`src/rtl/stream_demux_pkg.sv`:
```
// Shared types and helpers for the registered 1-to-N stream demultiplexer.
package stream_demux_pkg;

    localparam int MAX_N_OUT = 32;
    localparam int MAX_SEL_W = $clog2(MAX_N_OUT);

    typedef enum logic {
        HEAD,
        PKT
    } state_e;

    // Bit ch of the one-hot decode of sel; used per channel to build the unicast mask.
    function automatic logic onehot_bit(input logic [MAX_SEL_W-1:0] sel, input int unsigned ch);
        return (32'(sel) == ch);
    endfunction

endpackage

```
`src/rtl/out_reg_slice.sv`:
```
// One-entry output register: shared data/last plus a per-channel pending mask
// that clears bit by bit as each targeted consumer takes the beat.
module out_reg_slice #(
    parameter int DATA_W = 8,
    parameter int N_OUT  = 8
) (
    input  logic              clk,
    input  logic              rst_n,
    input  logic              load_i,
    input  logic [DATA_W-1:0] load_data_i,
    input  logic              load_last_i,
    input  logic [N_OUT-1:0]  load_mask_i,
    input  logic [N_OUT-1:0]  m_ready_i,
    output logic [DATA_W-1:0] m_data_o,
    output logic              m_last_o,
    output logic [N_OUT-1:0]  m_valid_o,
    output logic              in_ready_o,
    output logic              occupied_o
);

    logic [N_OUT-1:0]  pend_q, pend_d;
    logic [DATA_W-1:0] data_q, data_d;
    logic              last_q, last_d;
    logic [N_OUT-1:0]  remain;

    // Channels still owed the beat after this edge; empty also means "free".
    assign remain     = pend_q & ~m_ready_i;
    assign in_ready_o = (remain == '0);
    assign occupied_o = (pend_q != '0);
    assign m_valid_o  = pend_q;
    assign m_data_o   = data_q;
    assign m_last_o   = last_q;

    always_comb begin
        pend_d = remain;
        data_d = data_q;
        last_d = last_q;
        if (load_i) begin
            pend_d = load_mask_i;
            data_d = load_data_i;
            last_d = load_last_i;
        end
    end

    always_ff @(posedge clk) begin
        if (!rst_n) begin
            pend_q <= '0;
            data_q <= '0;
            last_q <= 1'b0;
        end else begin
            pend_q <= pend_d;
            data_q <= data_d;
            last_q <= last_d;
        end
    end

endmodule

```
`src/rtl/stream_demux.sv`:
```
// Registered 1-to-N stream demultiplexer with per-packet destination lock,
// broadcast, and drop-with-error for out-of-range selects.
module stream_demux
    import stream_demux_pkg::*;
#(
    parameter int DATA_W = 8,
    parameter int N_OUT  = 8,
    parameter int SEL_W  = $clog2(N_OUT)
) (
    input  logic              clk,
    input  logic              rst_n,
    input  logic [DATA_W-1:0] s_data,
    input  logic [SEL_W-1:0]  s_sel,
    input  logic              s_bcast,
    input  logic              s_last,
    input  logic              s_valid,
    output logic              s_ready,
    output logic [DATA_W-1:0] m_data,
    output logic              m_last,
    output logic [N_OUT-1:0]  m_valid,
    input  logic [N_OUT-1:0]  m_ready,
    output logic              err_sel,
    output logic              busy
);

    localparam logic [SEL_W:0] N_OUT_L = (SEL_W + 1)'(N_OUT);

    state_e           state_q, state_d;
    logic [SEL_W-1:0] dest_sel_q, dest_sel_d;
    logic             dest_bcast_q, dest_bcast_d;
    logic             err_q, err_d;

    logic [SEL_W-1:0]     eff_sel;
    logic                 eff_bcast;
    logic [MAX_SEL_W-1:0] sel_ext;
    logic                 sel_invalid;
    logic                 accept;
    logic                 load;
    logic [N_OUT-1:0]     load_mask;
    logic                 occupied;

    // Head beats route on the live select; later beats on the latched one.
    assign eff_sel     = (state_q == HEAD) ? s_sel   : dest_sel_q;
    assign eff_bcast   = (state_q == HEAD) ? s_bcast : dest_bcast_q;
    assign sel_ext     = MAX_SEL_W'(eff_sel);
    assign sel_invalid = !eff_bcast && ({1'b0, eff_sel} >= N_OUT_L);
    assign accept      = s_valid && s_ready;
    assign load        = accept && !sel_invalid;

    for (genvar gi = 0; gi < N_OUT; gi++) begin : g_mask
        assign load_mask[gi] = eff_bcast || onehot_bit(sel_ext, gi);
    end

    always_comb begin
        state_d      = state_q;
        dest_sel_d   = dest_sel_q;
        dest_bcast_d = dest_bcast_q;
        err_d        = 1'b0;
        if (accept) begin
            if (state_q == HEAD) begin
                dest_sel_d   = s_sel;
                dest_bcast_d = s_bcast;
                err_d        = sel_invalid;
                if (!s_last) state_d = PKT;
            end else if (s_last) begin
                state_d = HEAD;
            end
        end
    end

    always_ff @(posedge clk) begin
        if (!rst_n) begin
            state_q      <= HEAD;
            dest_sel_q   <= '0;
            dest_bcast_q <= 1'b0;
            err_q        <= 1'b0;
        end else begin
            state_q      <= state_d;
            dest_sel_q   <= dest_sel_d;
            dest_bcast_q <= dest_bcast_d;
            err_q        <= err_d;
        end
    end

    out_reg_slice #(
        .DATA_W(DATA_W),
        .N_OUT (N_OUT)
    ) u_out (
        .clk        (clk),
        .rst_n      (rst_n),
        .load_i     (load),
        .load_data_i(s_data),
        .load_last_i(s_last),
        .load_mask_i(load_mask),
        .m_ready_i  (m_ready),
        .m_data_o   (m_data),
        .m_last_o   (m_last),
        .m_valid_o  (m_valid),
        .in_ready_o (s_ready),
        .occupied_o (occupied)
    );

    assign err_sel = err_q;
    assign busy    = (state_q == PKT) || occupied;

endmodule

```
`config.mk`:
```
export PLATFORM = sky130hd
export DESIGN_NAME = stream_demux
export DESIGN_NICKNAME = d
export VERILOG_FILES = /design/src/rtl/stream_demux_pkg.sv /design/src/rtl/out_reg_slice.sv /design/src/rtl/stream_demux.sv
export SDC_FILE = /design/constraint.sdc
export NUM_CORES = 1
export LEC_CHECK = 0
export CAP_MARGIN = 30
export CORE_UTILIZATION = 38
export CTS_CLUSTER_DIAMETER = 80
export CTS_CLUSTER_SIZE = 25
export DETAILED_ROUTE_END_ITERATION = 16
export PLACE_DENSITY = 0.73
export SYNTH_ARGS = -nofsm -noshare
export SYNTH_HDL_FRONTEND = slang
export SYNTH_HIERARCHICAL = 1
export SYNTH_SLANG_ARGS = --single-unit
```
`constraint.sdc`:
```
create_clock -name clk -period 1.8 [get_ports clk]
set_input_delay 0.36 -clock clk [delete_from_list [all_inputs] [get_ports clk]]
set_output_delay 0.36 -clock clk [all_outputs]
set_load 0.02 [all_outputs]
```
==> impl_metrics.yaml, run 1 <==
synthesis:
  synth.top_cell.area_share: 0.401
  ys_types: 22
  avgSynthCellArea_um2: 9.64
  yosysMostFrequentCell: "dfxtp_1"
  synth_mux_area_frac: 0.171
  synth_seq_cells: 22
  synthesis.nets: 138
  synth_adder_area_share: 0
  ys_seq_area_frac: 0.401
  synth_ff_type: "dfxtp_1"
  synth_compound_area_frac: 0.148
  synth_top_area_cell: "dfxtp_1"
  synth-edff-count: 0
  synthCells: 114
  synth_xor_area_frac: 0
  synth-simple-area-share: 0.211
  synthTopCellsByArea: "dfxtp_1 (40%), mux2i_1 (11%), o31ai_1 (5.5%)"
  ys_warn_count: 6
  synth.top_cells.by_count: "dfxtp_1 (22), mux2i_1 (12), and2_1 (9), nand2_1 (9), nor2b_1 (9)"
  syn_area_um2: 1100
  synth_top_family_by_area: "simple AND/OR/NAND/NOR gates"
  async_flop_share: 0
placement:
  place_congestion: 0.775
  hpwl_um: 2040
  portBuffers: 42
  place_worst_setup_slack_ns: -0.414
die:
  die_x_um: 55.8
  die_h_um: 55.8
  die_area_um2: 3110
  pin_count: 44
  fp.coreArea_um2: 2760
  num_rows: 19
  start_util: 0.398
clocking:
  tritoncts: "built"
  cts_sinks: 22
  clk_latency_ns: 0.32
  root_buffer: "clkbuf_4"
  cts_hold_buf: 0
  clkTransAtPathRegs_ns: 0.13
  htreeDepth: 1
  clockBufferDepth: 2
  numCtsBuffers: 3
pwr:
  ir_drop_v: 0.000810
  power_density_nw_per_um2: 901
  internal_power_w: 0.00113
  pwr-share-seq: 0.356
  netSwitchingPower_w: 0.000579
  power_switching_share: 0.340
  p_clk_frac: 0.166
  p_comb_frac: 0.477
  power_leakage_nw: 0.916
timing:
  period_needed_ns: 1.79
  fin_tns_setup_ns: 0
  finalHoldViolations: 0
  tightest_slew_ns: 0.486
  relSlewSlack: 0.667
  setup_slack_ns: 0.00685
  max_freq_ghz: 0.558
  grt_setup_unrepaired: "yes"
  finalCritPeriodShare: 0.996
  fin_skew_ns: 0.0145
  finalMaxSlewViolations: 0
  setup_viol: 0
final_layout:
  antenna_cells: 0
  area_growth_pct: 72.3
  drive_above_1_share: 0.294
  nNetsFinal: 202
detailed_routing:
  drt-initial-drc-count: 15
  first_pass_iters: 4
  postRouteAntennaNets: 0
  vias: 1066
  vias_per_cell: 5.13
  wirelength_um: 2980
  avgRoutedWirePerCell_um: 14.3
  drcViolationCount: 0
critical_path:
  cp-end-kind: "output pin"
  critPathLaunchType: "flop"
  cp.arrival_ns: 1.43
  crit_required_ns: 1.44
  cp_max_fo: 2
  path_class: "flop to output pin"
grt:
  grt_max_degree: 17
  grt_pass1_vias: 1023
  grt_use_total: 0.183
  grt-ovfl-total: 0
  grt_pass1_wl_um: 4460
  antenna_found_initial: 0
run_status:
  outcome: "completed"
worst_hold_path:
  hold_class: "flop to flop"
flow_run:
  max_cap_violations: 0
-- stage by stage --
stage,hold slack [ns],total power [W],utilization,area (um^2),instances
floorplan,0.457,0.00103,-,1110,114
global placement,0.503,0.00129,0.602,1660,200
detailed placement,0.509,0.00130,0.602,1660,200
CTS,0.532,0.00162,0.630,1740,205
global route,0.554,0.00178,0.686,1890,208
finish,0.532,0.00170,0.686,1890,208
-- final timing paths --
check	from	end	slack, ns	cells after the start
worst min-delay path	u_out/m_data_o[2]$_SDFFE_PN0P_	u_out/m_data_o[2]$_SDFFE_PN0P_	0.53	2
worst max-delay path	u_out/m_valid_o[6]$_SDFF_PN0_	busy	0.007	4
worst min register to register	u_out/m_data_o[2]$_SDFFE_PN0P_	u_out/m_data_o[2]$_SDFFE_PN0P_	0.53	2
worst max register to register	u_out/m_valid_o[2]$_SDFF_PN0_	u_out/m_data_o[1]$_SDFFE_PN0P_	0.09	9
-- cells in the final DEF (no fill, tap or decap), types with 2 or more instances in the layout --
master,synthesis,final
a211oi_1,5,5
dfxtp_2,0,5
nor2b_1,9,9
nor4_4,0,2
mux2i_1,12,12
nand4_1,2,2
nand2_1,9,9
a21oi_1,5,5
o21ai_1,8,8
and2_1,9,8
buf_6,3,2
mux2_4,3,3
o31ai_1,8,8
buf_4,1,20
clkdlybuf4s50_1,0,27
clkbuf_4,0,3
dlymetal6s2s_1,0,12
dfxtp_1,22,17
nand2b_4,0,8
-- what timing repair did --
item	CTS	global route
endpoints found under the setup margin	8	21
cloned	1	1
pin swaps	2	7
endpoints found under the hold margin	0	0
setup buffers	0	2
resized for setup	14	30
-- routing by layer --
layer / global-route usage / part of all wire
met1: 0.212 / 0.41
met2: 0.332 / 0.52
met3: 0.0279 / 0.051
met4: 0.0750 / 0.021
met5: 0 / 0
-- logic make-up after synthesis --
group | count (synthesis)
compound gates | 26
buf+inv | 8
flops | 22
mux | 16
other cells | 1
simple gates | 41
-- power groups by stage --
stage                     sequential [W]  combinational, W  clock [W]
final                           0.000607          0.000814   0.000284
after CTS                       0.000598          0.000734   0.000284
after global routing            0.000614          0.000868   0.000298
after floorplan                 0.000655          0.000378          0
after global placement          0.000598          0.000687          0
after detailed placement        0.000602          0.000701          0
-- sequential cells by signal, summed over array words and instances, names as in the netlist --
| name | count |
|---|---|
| u_out/m_valid_o | 8 |
| dest_sel_q | 3 |
| state_q | 1 |
| dest_bcast_q | 1 |
| u_out/m_last_o | 1 |
| u_out/m_data_o | 8 |
-- final cells by class --
type / count / area [um^2]
Clock buffer: 4 / 36.3
Fill cell: 232 / 865
Inverter: 1 / 3.75
Multi-Input combinational cell: 84 / 688
Sequential cell: 22 / 447
Tap cell: 31 / 38.8
Timing Repair Buffer: 66 / 679
-- worst max-delay path, stage by stage (launching register included) --
cell,delay [ns]
dfxtp_2,0.36
nor4_4,0.29
nand2_1,0.10
or2_4,0.23
buf_6,0.13
Power figures use the tool's default switching activity.
==> run 2, diff against run 1 <==
--- a/config.mk
+++ b/config.mk
@@ -7,7 +7,7 @@
 export LEC_CHECK = 0
 export CAP_MARGIN = 30
 export CORE_UTILIZATION = 38
-export CTS_CLUSTER_DIAMETER = 80
+export CTS_CLUSTER_DIAMETER = 200
 export CTS_CLUSTER_SIZE = 25
 export DETAILED_ROUTE_END_ITERATION = 16
 export PLACE_DENSITY = 0.73
==> results of run 2 <==
Final layout, timing and power as in run 1 (identical DEF).
==> run 3, diff against run 2 <==
--- a/config.mk
+++ b/config.mk
@@ -10,6 +10,7 @@
 export CTS_CLUSTER_DIAMETER = 200
 export CTS_CLUSTER_SIZE = 25
 export DETAILED_ROUTE_END_ITERATION = 16
+export GPL_TIMING_DRIVEN = 0
 export PLACE_DENSITY = 0.73
 export SYNTH_ARGS = -nofsm -noshare
 export SYNTH_HDL_FRONTEND = slang
==> impl_metrics.yaml, run 3 (synthesis gave the netlist of run 1 again) <==
detailed_routing:
  wirelength_um: 2730
  drcViolationCount: 0
  vias_per_cell: 5.05
  avgRoutedWirePerCell_um: 13.6
  first_pass_iters: 4
  postRouteAntennaNets: 0
  vias: 1010
  drt-initial-drc-count: 11
final_layout:
  regArea_um2: 448
  final_cells: 200
  layout_commonest_cell: "clkdlybuf4s50_1"
  nNetsFinal: 194
  area_growth_pct: 64.5
  drive_above_1_share: 0.249
  final_util: 0.655
  antenna_cells: 0
  fill_cells: 229
  layout_common_cells: "clkdlybuf4s50_1 (29), dfxtp_1 (18), mux2i_1 (12)"
  multiInputGateArea_um2: 679
critical_path:
  max_stage_delay_ns: 0.37
  critPathTopFamily: "simple AND/OR/NAND/NOR gates"
  cp.arrival_ns: 1.41
  cp_max_fo: 2
  cp-end-kind: "output pin"
  critPathLaunchType: "flop"
  crit_required_ns: 1.44
  worstPathCellList: "nor4_4 > nand2_1 > or2_4 > buf_6"
  cpMaxStageDelayCell: "dfxtp_4"
  path_class: "flop to output pin"
  path_buf_inv: 1
clocking:
  cts_sinks: 22
  clk_latency_ns: 0.31
  root_buffer: "clkbuf_4"
  tritoncts: "built"
  clkTransAtPathRegs_ns: 0.13
  clockBufferDepth: 2
  numCtsBuffers: 3
  htreeDepth: 1
  cts_hold_buf: 0
placement:
  hpwl_um: 1880
  place_congestion: 0.741
  place_inst: 187
  portBuffers: 42
die:
  start_util: 0.398
  num_rows: 19
  die_h_um: 55.8
  die_area_um2: 3110
  fp.coreArea_um2: 2760
  pin_count: 44
  die_x_um: 55.8
run_status:
  outcome: "completed"
pwr:
  ir_drop_v: 0.000932
  power_leakage_nw: 0.785
  power_density_nw_per_um2: 978
grt:
  grt-ovfl-total: 0
  antenna_found_initial: 0
  grt_max_degree: 14
  grt_pass1_wl_um: 4510
  grt_pass1_vias: 1017
  grt_use_total: 0.184
timing:
  grt_setup_unrepaired: "yes"
  setup_viol: 0
  finalHoldViolations: 0
  period_needed_ns: 1.77
  fin_skew_ns: 0.0103
  relSlewSlack: 0.678
  finalCritPeriodShare: 0.983
  finalMaxSlewViolations: 0
  tightest_slew_ns: 0.470
  max_freq_ghz: 0.565
worst_hold_path:
  hold_class: "flop to flop"
flow_run:
  max_cap_violations: 0
==> run 3: report_power, final <==
| part | switching (W) | internal [W] | total [W] |
|---|---|---|---|
| combinational | 0.000349 | 0.000423 | 0.000773 |
| sequential | 0.0000581 | 0.000554 | 0.000612 |
| clock | 0.000157 | 0.000225 | 0.000382 |
==> run 3: cell type report <==
| cell class | count | share of cell area |
|---|---|---|
| Clock inverter | 1 | 0.0166 |
| Inverter | 1 | 0.00208 |
| Timing Repair Buffer | 52 | 0.286 |
| Buffer | 6 | 0.0374 |
| Multi-Input combinational cell | 84 | 0.376 |
| Sequential cell | 22 | 0.248 |
| Tap cell | 31 | 0.0215 |
| Clock buffer | 3 | 0.0125 |
==> run 3: path summary, 6_finish.rpt <==
path                                  startpoint                             end  slack (ns)  cells past startpoint
hold / removal    u_out/m_data_o[2]$_SDFFE_PN0P_  u_out/m_data_o[2]$_SDFFE_PN0P_        0.53                      2
setup / recovery   u_out/m_valid_o[3]$_SDFF_PN0_                            busy        0.03                      4
hold reg to reg   u_out/m_data_o[2]$_SDFFE_PN0P_  u_out/m_data_o[2]$_SDFFE_PN0P_        0.53                      2
setup reg to reg   u_out/m_valid_o[3]$_SDFF_PN0_  u_out/m_data_o[6]$_SDFFE_PN0P_        0.11                      9
==> run 3: per-layer routing <==
| metal | up-vias | routed length (um) | track usage |
|---|---|---|---|
| met1 | 471 | 1160 | 0.208 |
| met2 | 24 | 1430 | 0.344 |
| met3 | 4 | 106 | 0.0465 |
| li1 | 511 | - | - |
| met5 | - | 0 | 0 |
| met4 | 0 | 36 | 0.0429 |
==> run 3: worst register-to-register path: stages, from the launching register on <==
cell      delay [ns]
dfxtp_4         0.37
buf_6           0.12
nand2b_4        0.06
nand4_1         0.13
nor2_4          0.19
and2_4          0.17
clkbuf_8        0.17
buf_12          0.13
mux2i_1         0.20
nor2b_1         0.07
==> run 3: timing repair <==
action,CTS,global route
endpoints found under the setup margin,19,21
buffers inserted,9,0
gates resized for setup,38,7
pin swaps,5,3
gates cloned,1,0
==> run 3: per-stage QoR <==
step	total power, W	hold slack, ns	instance area (um^2)	setup TNS, ns	worst slack [ns]
after floorplan	0.00103	0.457	1110	0	0.0309
after global placement	0.00126	0.500	1570	-8.40	-0.520
after detailed placement	0.00127	0.507	1570	-8.88	-0.541
after CTS	0.00177	0.537	1800	0	0.00634
after global routing	0.00186	0.560	1810	-0.0307	-0.0307
final	0.00177	0.532	1810	0	0.0303
